**config.mk**
```make
export PLATFORM = sky130hd
export DESIGN_NAME = rr_grant_ctrl
export DESIGN_NICKNAME = d
export VERILOG_FILES = /design/src/rtl/rr_grant_pkg.sv /design/src/rtl/rr_grant_ctrl_decoder.sv /design/src/rtl/rr_grant_ctrl.sv
export SDC_FILE = /design/constraint.sdc
export NUM_CORES = 1
export LEC_CHECK = 0
export CAP_MARGIN = 5
export CORE_UTILIZATION = 54
export DETAILED_ROUTE_END_ITERATION = 7
export PLACE_DENSITY = 0.81
export SETUP_SLACK_MARGIN = 0.05
export SLEW_MARGIN = 5
export SYNTH_ARGS = -nofsm -noshare
export SYNTH_HDL_FRONTEND = slang
export SYNTH_SLANG_ARGS = --single-unit
```
**constraint.sdc**
```tcl
create_clock -name clk -period 3.6 [get_ports clk]
set_input_delay 0.72 -clock clk [delete_from_list [all_inputs] [get_ports clk]]
set_output_delay 0.72 -clock clk [all_outputs]
set_load 0.005 [all_outputs]
```
**src/rtl/rr_grant_pkg.sv**
```systemverilog
// rtl/rr_grant_pkg.sv - shared types and circular priority pick for rr_grant_ctrl
//
// Contents:
//   MAX_BITS / MAX_N : widest requester index the pick function supports
//   state_t          : arbiter FSM encoding (IDLE=0, GRANT=1)
//   pick_t           : result of a circular priority search (found, idx)
//   rr_pick()        : first set request bit searching ptr, ptr+1, ... mod n

package rr_grant_pkg;

  localparam int MAX_BITS = 8;
  localparam int MAX_N    = 1 << MAX_BITS;

  typedef enum logic {
    ST_IDLE  = 1'b0,
    ST_GRANT = 1'b1
  } state_t;

  typedef struct packed {
    logic                found;
    logic [MAX_BITS-1:0] idx;
  } pick_t;

  // Callers pad req/ptr up to MAX_N/MAX_BITS; n (a power of two) bounds
  // the search so padded request bits are never considered.
  function automatic pick_t rr_pick(input logic [MAX_N-1:0]    req,
                                    input logic [MAX_BITS-1:0] ptr,
                                    input int                  n);
    pick_t               res;
    logic [MAX_BITS-1:0] cand;
    res = '0;
    for (int k = 0; k < MAX_N; k++) begin
      cand = MAX_BITS'((int'(ptr) + k) & (n - 1));
      if (k < n && !res.found && req[cand]) begin
        res.found = 1'b1;
        res.idx   = cand;
      end
    end
    return res;
  endfunction

endpackage

```
**src/rtl/rr_grant_ctrl_decoder.sv**
```systemverilog
// rtl/rr_grant_ctrl_decoder.sv - binary-to-one-hot decoder with enable
//
// Ports:
//   idx_i    : binary index
//   en_i     : when low the output is all zero
//   onehot_o : one-hot decode of idx_i, gated by en_i

module rr_grant_ctrl_decoder #(
  parameter int BITS = 3
) (
  input  logic [BITS-1:0]      idx_i,
  input  logic                 en_i,
  output logic [(1<<BITS)-1:0] onehot_o
);

  always_comb begin
    onehot_o = '0;
    if (en_i) begin
      onehot_o[idx_i] = 1'b1;
    end
  end

endmodule

```
**src/rtl/rr_grant_ctrl.sv**
```systemverilog
// rtl/rr_grant_ctrl.sv - round-robin arbiter with tenure hold and one dead cycle
//
// Optional feature macro: RR_GRANT_TIMEOUT_EN (bounded tenure, preempt pulse).
//
// Ports:
//   clk         : clock, all state updates on the rising edge
//   rst         : synchronous active-high reset
//   req         : per-requester request level (N = 1<<BITS bits)
//   grant       : registered one-hot grant, zero when no owner
//   grant_idx   : binary index of the owner, valid while grant_valid
//   grant_valid : high while an owner holds the resource
//   preempt     : one-cycle pulse in the IDLE cycle after a timeout release

module rr_grant_ctrl
  import rr_grant_pkg::*;
#(
  parameter int BITS     = 3,
  parameter int HOLD_MAX = 16
) (
  input  logic                 clk,
  input  logic                 rst,
  input  logic [(1<<BITS)-1:0] req,
  output logic [(1<<BITS)-1:0] grant,
  output logic [BITS-1:0]      grant_idx,
  output logic                 grant_valid,
  output logic                 preempt
);

  localparam int N = 1 << BITS;

  state_t          state_q;
  logic [BITS-1:0] ptr_q;
  logic [BITS-1:0] idx_q;
  logic            valid_q;
  logic            preempt_q;

  pick_t           pick;
  logic            unused_pick_hi;

  assign pick           = rr_pick(MAX_N'(req), MAX_BITS'(ptr_q), N);
  // Only the low BITS of the padded index are meaningful here.
  assign unused_pick_hi = ^pick.idx;

`ifdef RR_GRANT_TIMEOUT_EN
  logic [7:0] cnt_q;
  logic       others_req;

  assign others_req = |(req & ~grant);
`else
  localparam int unused_hold_max = HOLD_MAX;
`endif

  always_ff @(posedge clk) begin
    if (rst) begin
      state_q   <= ST_IDLE;
      ptr_q     <= '0;
      idx_q     <= '0;
      valid_q   <= 1'b0;
      preempt_q <= 1'b0;
`ifdef RR_GRANT_TIMEOUT_EN
      cnt_q     <= '0;
`endif
    end else begin
      preempt_q <= 1'b0;
      case (state_q)
        ST_IDLE: begin
          if (pick.found) begin
            state_q <= ST_GRANT;
            idx_q   <= pick.idx[BITS-1:0];
            valid_q <= 1'b1;
`ifdef RR_GRANT_TIMEOUT_EN
            cnt_q   <= '0;
`endif
          end
        end
        ST_GRANT: begin
          if (!req[idx_q]) begin
            state_q <= ST_IDLE;
            valid_q <= 1'b0;
            ptr_q   <= idx_q + BITS'(1);
`ifdef RR_GRANT_TIMEOUT_EN
          // cnt_q counts grant cycles already completed before this one,
          // so HOLD_MAX-1 here means the owner has now held HOLD_MAX cycles.
          end else if (cnt_q >= 8'(HOLD_MAX - 1) && others_req) begin
            state_q   <= ST_IDLE;
            valid_q   <= 1'b0;
            ptr_q     <= idx_q + BITS'(1);
            preempt_q <= 1'b1;
          end else if (cnt_q != 8'hFF) begin
            cnt_q <= cnt_q + 8'd1;
`endif
          end
        end
      endcase
    end
  end

  assign grant_idx   = idx_q;
  assign grant_valid = valid_q;
  assign preempt     = preempt_q;

  rr_grant_ctrl_decoder #(
    .BITS (BITS)
  ) u_decoder (
    .idx_i    (idx_q),
    .en_i     (valid_q),
    .onehot_o (grant)
  );

endmodule

```
# Yosys cells after proc, flatten, opt, wreduce, memory -nomap -nowiden
# Cells that the tools add are included.
[totals]
latchBits = 0
reg_bits = 8
output_inout_bits = 13
input_bits = 10
memories = 0
romBits = 0
wordCells = 79
ramBits = 0
[op_classes]
mux = 35
div_mod_pow = 0
multipliers = 0
n_lt_le_gt_ge = 10
shifts = 0
reduce_logical = 18
addsub = 8
eq_ne = 2
bitwise = 2
[op_table]
columns = ["cell", "count"]
rows = [
  ["3-bit by 9-bit < comparator with 1-bit output, second input constant", 8],
  ["9-bit 2-to-1 mux", 8],
  ["1-bit binary-select mux with 3-bit select", 9],
  ["1-bit 2-to-1 mux", 14],
  ["3-bit adder, second input constant", 4],
  ["1-bit logical AND", 8],
  ["8-bit 2-to-1 mux", 1],
  ["1-bit logical NOT", 7],
  ["3-bit by 1-bit adder with 3-bit output, second input constant", 2],
  ["3-bit by 2-bit adder with 3-bit output, second input constant", 2],
  ["2-bit AND reduction", 3],
  ["3-bit by 4-bit < comparator with 1-bit output, second input constant", 1],
  ["2-bit != test, second input constant", 2],
  ["1-bit case mux with 2 select lines", 2],
  ["1-bit demux with 3-bit select", 1],
  ["3-bit by 1-bit greater-or-equal comparator with 1-bit output, second input constant", 1],
  ["1-bit inverter", 2],
]

# Logic depth before layout (Yosys ltp)
# Gate-level depths: netlist of run 1.
[logic_depth]
word_depth = 26
ltp_mapped = 11
ltp_nobuf = 8

# Hierarchy
# From an unflattened synthesis of run 1, not the netlist that was laid out.
[unflattened]
cells_unflattened = 158
area_unflattened_um2 = 1537.7
[by_module_without_submodules]
columns = ["mod", "area_each_um2", "seq_area_each_um2", "cells_each", "n_inst"]
rows = [
  ["rr_grant_ctrl", 1441.4, 160.2, 150, 1],
  ["rr_grant_ctrl_decoder", 96.3, 0.0, 8, 1],
]

# Worst setup path after synthesis of run 1
# Ideal clock, no wire load.
[synth_timing]
path_kind = "reg-to-reg"
start = "register ptr_q[1]"
end = "register idx_q[0], in the netlist grant_idx[0]"
path_slack_ns = 0.732
stages_incl_launch_ff = 11
setup_ns = 0.124
t_arrival_ns = 2.744
synth_period_minus_slack_ns = 2.868
required_time_ns = 3.476
path_buffers = 2
cell_sequence = "dfxtp_1 > clkbuf_1 > inv_1 > ha_1 > buf_6 > mux2_1 > mux4_2 > o2bb2ai_2 > a21oi_1 > a2111oi_2 > o41ai_2"
[synth_between]
elab_chain_cells = 25
elab_cells_between_ends = 46
cone_classes = "add/sub: 7; mux: 24; reduce/logical: 15"
[synth_rtl]
columns = ["element", "line", "rtl"]
rows = [
  ["start: declaration", "rr_grant_ctrl.sv:32", "logic [BITS-1:0] ptr_q;"],
  ["start signal: assignment", "rr_grant_ctrl.sv:80", "ptr_q <= idx_q + BITS'(1);"],
  ["branches (longest 23 deep; another with 3-bit by 1-bit adder with 3-bit output)", "-", ""],
  ["9-bit 2-to-1 mux *", "rr_grant_pkg.sv:34", "if (k < n && !res.found && req[cand]) begin"],
  ["2-bit AND reduction (no line)", "-", ""],
  ["end signal: assignment", "rr_grant_ctrl.sv:69", "idx_q <= pick.idx[BITS-1:0];"],
  ["end: declaration", "rr_grant_ctrl.sv:33", "logic [BITS-1:0] idx_q;"],
]
# Mark *: on every way between the ends. The select of a mux whose other input is x is not followed.
# A chain may end at the register's enable or synchronous reset.

# Worst setup path after layout of run 1
[layout_timing]
start = "register ptr_q[0]"
end = "register idx_q[0], in the netlist grant_idx[0]"
# Same word-level chain as after synthesis.

==> summary.txt, run 1 <==
status: finished clean
number of CTS-inserted buffers: 3
Data arrival, critical path: 3.13 ns
CTS Hold Bufs: 0
row count: 18
final RePlAce weighted congestion: 0.948
Slew @ Worst Pin: 0.588 ns
peak fanout along the critical path: 12
worst-case headroom to the max-slew limit: 0.608
share of flip-flops with an asynchronous set or reset: 0
power consumption: 1.15 mW
post-synthesis sequential element count: 8
layout filler cell count: 213
number of antenna violations at the first check in global routing: 0
via count of the first global-routing pass: 1328
I/O pin cnt: 23
Post-Syn Area: 0.00143 sq mm
type of element launching the critical path: flop
Pre-Repair DR Iteration Count: 4
root buffer cell: sky130_fd_sc_hd__clkbuf_4
Pwr per Cell Area: 694 mW/mm^2
final hold viol count: 0
full die area: 0.00286 sq mm
total inserted antenna cells: 0
clk sinks: 8
first-pass GRT wire length: 6600 um
Clk pin slew, worst setup/hold paths: 0.06 ns
final slew viol count: 0
Peak VDD IR: 445 uV
overall die width: 53.4 um
Port Buffers: 21
Final Instance Count excl. Fillers: 204
Leakage: 0.581 nW
most common cell after layout, fill and taps aside: sky130_fd_sc_hd__clkdlybuf4s50_1
total detailed-routing wirelength: 3870 um
number of enable-type register cells in the synthesized netlist: 0
synth warn: 0
FF-to-FF path depth: 8
routed vias/inst: 6.89
RSZ-0062 raised after global routing: no
accumulated negative setup slack: 0 ns
half-perimeter wire length after detailed placement: 3010 um
die outline height: 53.4 um
worst min path class: reg2reg
H-tree depth: 1
post-CTS repair timing setup buffer count: 0
layout net count: 189
# DRC: 0
CP Class: reg2reg
violation count after the first detailed-route iteration: 71
Seq/Total Area, Yosys: 0.112
# placed instances: 201
Core Box Area: 0.00250 sq mm
initial standard-cell utilization of the core: 0.572
cells taking the most area after synthesis: sky130_fd_sc_hd__mux4_2 20%, sky130_fd_sc_hd__dfxtp_1 11%, sky130_fd_sc_hd__mux2i_1 6.3%, sky130_fd_sc_hd__mux2_2 3.9%, sky130_fd_sc_hd__buf_6 3.2%
most frequently used flop master after synthesis: sky130_fd_sc_hd__dfxtp_1
instance count of the mapped netlist: 157
maximum achievable frequency: 337 MHz
post-synthesis cell type with the largest combined area: sky130_fd_sc_hd__mux4_2
Clock Tree Buf Depth: 2
number of antenna-violating nets in the routed design: 0
detail-routed net length per standard cell: 19.0 um
top library cells by usage in the layout, fill and taps aside: 21 x sky130_fd_sc_hd__clkdlybuf4s50_1, 13 x sky130_fd_sc_hd__mux4_2, 11 x sky130_fd_sc_hd__nand2_1, 11 x sky130_fd_sc_hd__nor2_1, 10 x sky130_fd_sc_hd__inv_1
post-CTS resize count: 0
fraction of layout instances using a drive strength above 1: 0.195
fraction of the cycle the final worst path needs: 0.825
layout-stage area growth over the synthesis result: 15.5%
number of maximum-capacitance violations: 0
required arrival time at the worst endpoint: 3.76 ns
TritonCTS clock tree: yes
global-route usage over all layers: 0.326
overall overflow remaining after global route: 0
Synthesized Nets: 170
routed via count: 1405
insertion delay to the later sink of the worst-skew pair: 0.27 ns
Synth top area share: 0.205
Mapped Avg Cell Area: 9.10 sq um
count of different cell masters after synthesis: 55
final critical delay including setup and external delays: 2.97 ns
category of the worst setup path capture point: flop
maximum clock skew at final layout: 0.00238 ns
hold path depth: 2
pin count of the biggest net entering global routing: 17
total of endpoints with negative setup slack in the final report: 0
## cell usage after synthesis (2+ instances only)
cell type                    n
sky130_fd_sc_hd__a22oi_1     2
sky130_fd_sc_hd__mux2_2      5
sky130_fd_sc_hd__or2_1       2
sky130_fd_sc_hd__a2111oi_0   2
sky130_fd_sc_hd__nand2b_1    5
sky130_fd_sc_hd__a31oi_1     5
sky130_fd_sc_hd__ha_1        3
sky130_fd_sc_hd__dfxtp_1     8
sky130_fd_sc_hd__nand2_1    11
sky130_fd_sc_hd__mux2i_4     2
sky130_fd_sc_hd__nand3b_1    2
sky130_fd_sc_hd__nor2_1     11
sky130_fd_sc_hd__or3_1       2
sky130_fd_sc_hd__mux2_1      4
sky130_fd_sc_hd__xor2_1      2
sky130_fd_sc_hd__o22ai_1     2
sky130_fd_sc_hd__o21ai_0     3
sky130_fd_sc_hd__buf_6       4
sky130_fd_sc_hd__nor3_1      3
sky130_fd_sc_hd__clkbuf_1    4
sky130_fd_sc_hd__inv_1      10
sky130_fd_sc_hd__o21ai_1     2
sky130_fd_sc_hd__and2_1      2
sky130_fd_sc_hd__mux4_2     13
sky130_fd_sc_hd__a21oi_1     6
sky130_fd_sc_hd__o211ai_1    3
sky130_fd_sc_hd__nand3_1     3
sky130_fd_sc_hd__mux2i_1     9
## metal layers
metal,wire length [um],GRT usage,vias to the layer above
met4,112,0.114,0
met2,1870,0.510,70
li1,-,-,644
met5,0,0,-
met1,1640,0.439,675
met3,247,0.0632,16
## report_power, final
part	internal, mW	switching [mW]
logic	0.418	0.465
clock network	0.0387	0.0385
registers	0.118	0.0674
total	0.574	0.571
## registers in the layout, summed over array words and instances, names as in the netlist
| signal | cells |
|---|---|
| ptr_q | 3 |
| state_q | 1 |
| grant_idx | 3 |
| grant_valid | 1 |
## final timing paths
check / start / slack [ns] / to
hold / removal: grant_valid / 0.51 / grant_valid
hold reg to reg: grant_valid / 0.51 / grant_valid
setup reg to reg: ptr_q[0] / 0.63 / grant_idx[0]
setup / recovery: ptr_q[0] / 0.63 / grant_idx[0]
## cell families (layout without fill, tap and decap cells)
logic type               Yosys count  after routing  share of synthesized area
AO/OA/AOI/OAI                     40             40                      0.213
buffers and inverters             21             38                     0.0788
flip-flops                         8              8                      0.112
XOR/XNOR                           3              3                     0.0184
multiplexers                      34             34                      0.380
other                              1              1                    0.00262
AND/OR/NAND/NOR                   47             47                      0.169
adder cells (fa/ha/maj)            3              3                     0.0263
## final cells by class
type / count / area (sq um) / share of cell area
multi-input cells: 128 / 1160 / 0.701
repair buffers: 24 / 233 / 0.141
clock buffers: 3 / 22.5 / 0.0136
well taps: 30 / 37.5 / 0.0227
inverters: 11 / 41.3 / 0.0250
flip-flops and latches: 8 / 160 / 0.0970
## stage by stage
step | setup slack [ns] | hold slack, ns | cell area (sq um) | util
finish | 0.630 | 0.513 | 1650 | 0.660
CTS | 0.669 | 0.505 | 1650 | 0.660
global placement | 0.563 | 0.487 | 1630 | 0.651
floorplan | 0.732 | 0.476 | 1430 | -
global route | 0.465 | 0.521 | 1650 | 0.660
detailed placement | 0.504 | 0.494 | 1630 | 0.651
## critical path: stages (launching register included)
cell and delay, ns:
sky130_fd_sc_hd__dfxtp_1 0.34, sky130_fd_sc_hd__inv_1 0.13, sky130_fd_sc_hd__ha_1 0.64, sky130_fd_sc_hd__mux4_2 0.62
sky130_fd_sc_hd__mux2_2 0.33, sky130_fd_sc_hd__o21ai_1 0.19, sky130_fd_sc_hd__a21oi_1 0.08, sky130_fd_sc_hd__a2111oi_2 0.41
sky130_fd_sc_hd__o41ai_2 0.12
Power figures use the tool's default switching activity.
==> run 2, diff against run 1 <==
--- a/config.mk
+++ b/config.mk
@@ -6,9 +6,9 @@
 export NUM_CORES = 1
 export LEC_CHECK = 0
 export CAP_MARGIN = 5
-export CORE_UTILIZATION = 54
+export CORE_UTILIZATION = 49
 export DETAILED_ROUTE_END_ITERATION = 7
-export PLACE_DENSITY = 0.81
+export PLACE_DENSITY = 0.78
 export SETUP_SLACK_MARGIN = 0.05
 export SLEW_MARGIN = 5
 export SYNTH_ARGS = -nofsm -noshare
==> constraint.sdc (replaced) <==
create_clock -name clk -period 2.6 [get_ports clk]
set_input_delay 0.52 -clock clk [delete_from_list [all_inputs] [get_ports clk]]
set_output_delay 0.52 -clock clk [all_outputs]
set_load 0.005 [all_outputs]
==> summary.txt, run 2 (synthesis results as in run 1) <==
worst flop-to-flop path startpoint: ptr_q[1]
# DRC: 0
total inserted antenna cells: 0
die outline height: 56 um
layout filler cell count: 190
cell with the largest stage delay on the worst path: sky130_fd_sc_hd__mux4_2
worst hold path startpoint: grant_valid
Data arrival, critical path: 2.68 ns
Port Buffers: 21
worst min path class: reg2reg
top library cells by usage in the layout, fill and taps aside: 27 x sky130_fd_sc_hd__buf_4, 14 x sky130_fd_sc_hd__clkdlybuf4s50_1, 13 x sky130_fd_sc_hd__mux4_2, 11 x sky130_fd_sc_hd__nand2_1
clk sinks: 8
area taken by flip-flops and latches: 163 sq um
overall overflow remaining after global route: 0
pin count of the biggest net entering global routing: 17
total of endpoints with negative setup slack in the final report: 0
required arrival time at the worst endpoint: 2.77 ns
Clk pin slew, worst setup/hold paths: 0.06 ns
TritonCTS clock tree: yes
Worst path max stage delay: 0.60 ns
maximum achievable frequency: 398 MHz
category of the worst setup path capture point: flop
type of element launching the critical path: flop
insertion delay to the later sink of the worst-skew pair: 0.26 ns
overall die width: 56 um
power consumption: 2.00 mW
fraction of layout instances using a drive strength above 1: 0.362
layout-stage area growth over the synthesis result: 39.8%
number of maximum-capacitance violations: 0
share of the core filled with cells in the final layout: 0.724
H-tree depth: 1
maximum clock skew at final layout: 0.00543 ns
number of CTS-inserted buffers: 3
Slew @ Worst Pin: 0.560 ns
initial standard-cell utilization of the core: 0.518
half-perimeter wire length after detailed placement: 3130 um
number of antenna-violating nets in the routed design: 0
root buffer cell: sky130_fd_sc_hd__clkbuf_4
area of the multi-input gates: 0.00128 sq mm
routed vias/inst: 6.37
Pwr per Cell Area: 1000 mW/mm^2
Critical path buffers and inverters: 3
I/O pin cnt: 23
final hold viol count: 0
most used cell along the critical path: sky130_fd_sc_hd__buf_4
launching instance or port of the critical path: ptr_q[1]
CP Class: reg2reg
violation count after the first detailed-route iteration: 70
cell chain of the critical path: inv_2 > ha_4 > buf_4 > buf_4 > mux2i_1 > mux4_2 > o2bb2ai_4 > a21oi_2 > a2111oi_4 > o41ai_2
Leakage: 0.793 nW
final RePlAce weighted congestion: 0.933
Clock Tree Buf Depth: 2
routed via count: 1464
status: finished clean
fraction of the cycle the final worst path needs: 0.965
Core Box Area: 0.00276 sq mm
Worst path top cell family by delay: compound AO/OA/AOI/OAI gates
worst-case headroom to the max-slew limit: 0.626
detail-routed net length per standard cell: 18.4 um
peak fanout along the critical path: 5
number of antenna violations at the first check in global routing: 0
most common cell after layout, fill and taps aside: sky130_fd_sc_hd__buf_4
first-pass GRT wire length: 6690 um
Peak VDD IR: 784 uV
Pre-Repair DR Iteration Count: 4
full die area: 0.00314 sq mm
total detailed-routing wirelength: 4240 um
final slew viol count: 0
final critical delay including setup and external delays: 2.51 ns
layout net count: 214
row count: 19
via count of the first global-routing pass: 1394
global-route usage over all layers: 0.268
-- run 2: cell types whose count changed in the layout (fill, tap and decap cells not counted), sizes merged --
cell | previous run | this run
buf | 3 | 28
clkdlybuf4s50 | 21 | 14
dlymetal6s2s | 0 | 7
-- run 2: worst paths after layout --
path / end / slack (ns) / cells past startpoint
min reg2reg: grant_valid / 0.53 / 2
max reg2reg: grant_idx[0] / 0.09 / 10
max: grant_idx[0] / 0.09 / 10
min: grant_valid / 0.53 / 2
-- run 2: metrics by stage --
stage	setup WS [ns]	hold slack [ns]	TNS [ns]	cells	area (sq um)
floorplan	0.0601	0.476	0	157	1450
global placement	-0.338	0.494	-0.700	223	1800
detailed placement	-0.368	0.519	-1.06	223	1800
CTS	0.0701	0.525	0	226	1840
global route	-0.0156	0.568	-0.0156	230	2000
finish	0.0899	0.528	0	230	2000
-- run 2: layer usage --
metal,vias up,GRT usage,part of all wire
li1,692,-,-
met1,711,0.386,0.43
met2,53,0.423,0.49
met3,8,0.0419,0.064
met4,0,0.0592,0.015
met5,-,0,0
-- run 2: tightest hold or removal path: stages, from the launching register on --
cell and delay (ns):
sky130_fd_sc_hd__dfxtp_1 0.33, sky130_fd_sc_hd__inv_1 0.06, sky130_fd_sc_hd__a21boi_0 0.08
-- run 2: area by class of cell --
| class | count | share of cell area |
|---|---|---|
| multi-input combinational | 128 | 0.642 |
| timing repair buffer | 49 | 0.226 |
| sequential | 8 | 0.0815 |
| inverter | 11 | 0.0207 |
| tap | 31 | 0.0194 |
| clock buffer | 3 | 0.0113 |
-- run 2: repair_timing --
item                       4_1_cts  5_1_grt
pin swaps                        0        4
hold buffers                     0        0
buffers inserted                 0        4
setup endpoints to repair        5        5
resized for setup                4       26
-- run 2: where the power goes --
group	switching (mW)	total [mW]	internal, mW
Clock	0.0478	0.101	0.0532
Sequential	0.0776	0.243	0.165
Combinational	0.816	1.66	0.844
==> run 3, diff against run 2 <==
--- a/config.mk
+++ b/config.mk
@@ -9,6 +9,8 @@
 export CORE_UTILIZATION = 49
 export DETAILED_ROUTE_END_ITERATION = 7
 export PLACE_DENSITY = 0.78
+export RECOVER_POWER = 100
+export REMOVE_ABC_BUFFERS = 1
 export SETUP_SLACK_MARGIN = 0.05
 export SLEW_MARGIN = 5
 export SYNTH_ARGS = -nofsm -noshare
==> summary.txt, run 3 (synthesis results as in run 1) <==
total of endpoints with negative setup slack in the final report: 0
Clock Tree Buf Depth: 2
worst flop-to-flop path startpoint: ptr_q[1]
layout filler cell count: 175
number of CTS-inserted buffers: 3
share of total power in sequential cells: 0.113
area of the multi-input gates: 0.00129 sq mm
maximum achievable frequency: 394 MHz
Peak VDD IR: 871 uV
share of total power consumed by net switching: 0.463
required arrival time at the worst endpoint: 2.73 ns
maximum clock skew at final layout: 0.00117 ns
net switching power of the design: 985 uW
worst min path class: reg2reg
status: finished clean
layout net count: 225
peak fanout along the critical path: 7
global-route usage over all layers: 0.292
RSZ-0062 raised after global routing: yes
CP Class: reg2reg
most common cell after layout, fill and taps aside: sky130_fd_sc_hd__buf_4
Pre-Repair DR Iteration Count: 7
detail-routed net length per standard cell: 19.8 um
layout-stage area growth over the synthesis result: 47.5%
clk sinks: 8
overall overflow remaining after global route: 0
violation count after the first detailed-route iteration: 89
combinational share of power: 0.843
power consumption: 2.13 mW
CTS Hold Bufs: 0
H-tree depth: 1
number of maximum-capacitance violations: 0
worst hold path startpoint: grant_valid
top library cells by usage in the layout, fill and taps aside: 37 x sky130_fd_sc_hd__buf_4, 13 x sky130_fd_sc_hd__mux4_2, 12 x sky130_fd_sc_hd__dlygate4sd3_1, 11 x sky130_fd_sc_hd__nand2_1, 11 x sky130_fd_sc_hd__nor2_1
final critical delay including setup and external delays: 2.54 ns
Pwr per Cell Area: 1010 mW/mm^2
# placed instances: 228
insertion delay to the later sink of the worst-skew pair: 0.25 ns
overall die width: 56 um
accumulated negative setup slack: 0 ns
number of antenna violations at the first check in global routing: 0
area taken by flip-flops and latches: 163 sq um
routed via count: 1566
via count of the first global-routing pass: 1517
# DRC: 0
I/O pin cnt: 23
initial standard-cell utilization of the core: 0.518
row count: 19
first-pass GRT wire length: 7390 um
pin count of the biggest net entering global routing: 17
Data arrival, critical path: 2.67 ns
type of element launching the critical path: flop
full die area: 0.00314 sq mm
category of the worst setup path capture point: flop
Int Pwr: 1.14 mW
Leakage: 0.902 nW
routed vias/inst: 6.50
Hold WS: 0.506 ns
share of the core filled with cells in the final layout: 0.765
Final Instance Count excl. Fillers: 241
fraction of layout instances using a drive strength above 1: 0.414
final hold viol count: 0
relative contribution of the clock network to total power: 0.044
half-perimeter wire length after detailed placement: 3360 um
number of antenna-violating nets in the routed design: 0
TritonCTS clock tree: yes
total inserted antenna cells: 0
total detailed-routing wirelength: 4780 um
Clk pin slew, worst setup/hold paths: 0.05 ns
Port Buffers: 21
die outline height: 56 um
final slew viol count: 0
root buffer cell: sky130_fd_sc_hd__clkbuf_4
launching instance or port of the critical path: ptr_q[1]
fraction of the cycle the final worst path needs: 0.975
final RePlAce weighted congestion: 1.03
Core Box Area: 0.00276 sq mm
run 3: through the flow:
stage	cell area (sq um)	setup slack (ns)
floorplan	1360	-0.759
CTS	1940	0.0560
detailed placement	1840	-0.231
finish	2110	0.0641
global route	2110	-0.0326
global placement	1840	-0.156
run 3: final timing paths:
kind | slack (ns) | end | cells past startpoint
max | 0.06 | grant_idx[0] | 10
min | 0.51 | grant_valid | 2
max reg2reg | 0.06 | grant_idx[0] | 10
min reg2reg | 0.51 | grant_valid | 2
run 3: layout make-up:
type,instances,area share
clock buffers,3,0.0107
inverters,11,0.0196
multi-input cells,128,0.612
flip-flops and latches,8,0.0772
well taps,31,0.0184
repair buffers,60,0.262
run 3: power groups by stage:
stage               clock network [mW]  registers, mW  logic [mW]
finish                          0.0928          0.241        1.79
CTS                             0.0925          0.240        1.53
global placement                     0          0.235        1.38
floorplan                            0          0.264       0.868
global route                    0.0987          0.250        1.91
detailed placement                   0          0.239        1.42
run 3: what timing repair did:
action	CTS	global route
buffers inserted	3	6
setup endpoints to repair	3	5
gates resized for setup	10	24
cloned	0	1
pin swaps	2	8
run 3: per-layer routing:
layer | GRT usage | part of all wire
met5 | 0 | 0
met4 | 0.0836 | 0.038
met3 | 0.0395 | 0.061
met2 | 0.507 | 0.51
met1 | 0.379 | 0.39
run 3: worst max-delay path, stage by stage (launching register included):
cell and delay [ns]:
sky130_fd_sc_hd__dfxtp_2 0.34, sky130_fd_sc_hd__inv_2 0.06, sky130_fd_sc_hd__ha_4 0.26, sky130_fd_sc_hd__buf_12 0.14, sky130_fd_sc_hd__buf_4 0.13, sky130_fd_sc_hd__mux2i_1 0.14, sky130_fd_sc_hd__mux4_2 0.61, sky130_fd_sc_hd__nand4_4 0.19
sky130_fd_sc_hd__nor2_1 0.09, sky130_fd_sc_hd__a2111oi_2 0.32, sky130_fd_sc_hd__o41ai_2 0.12
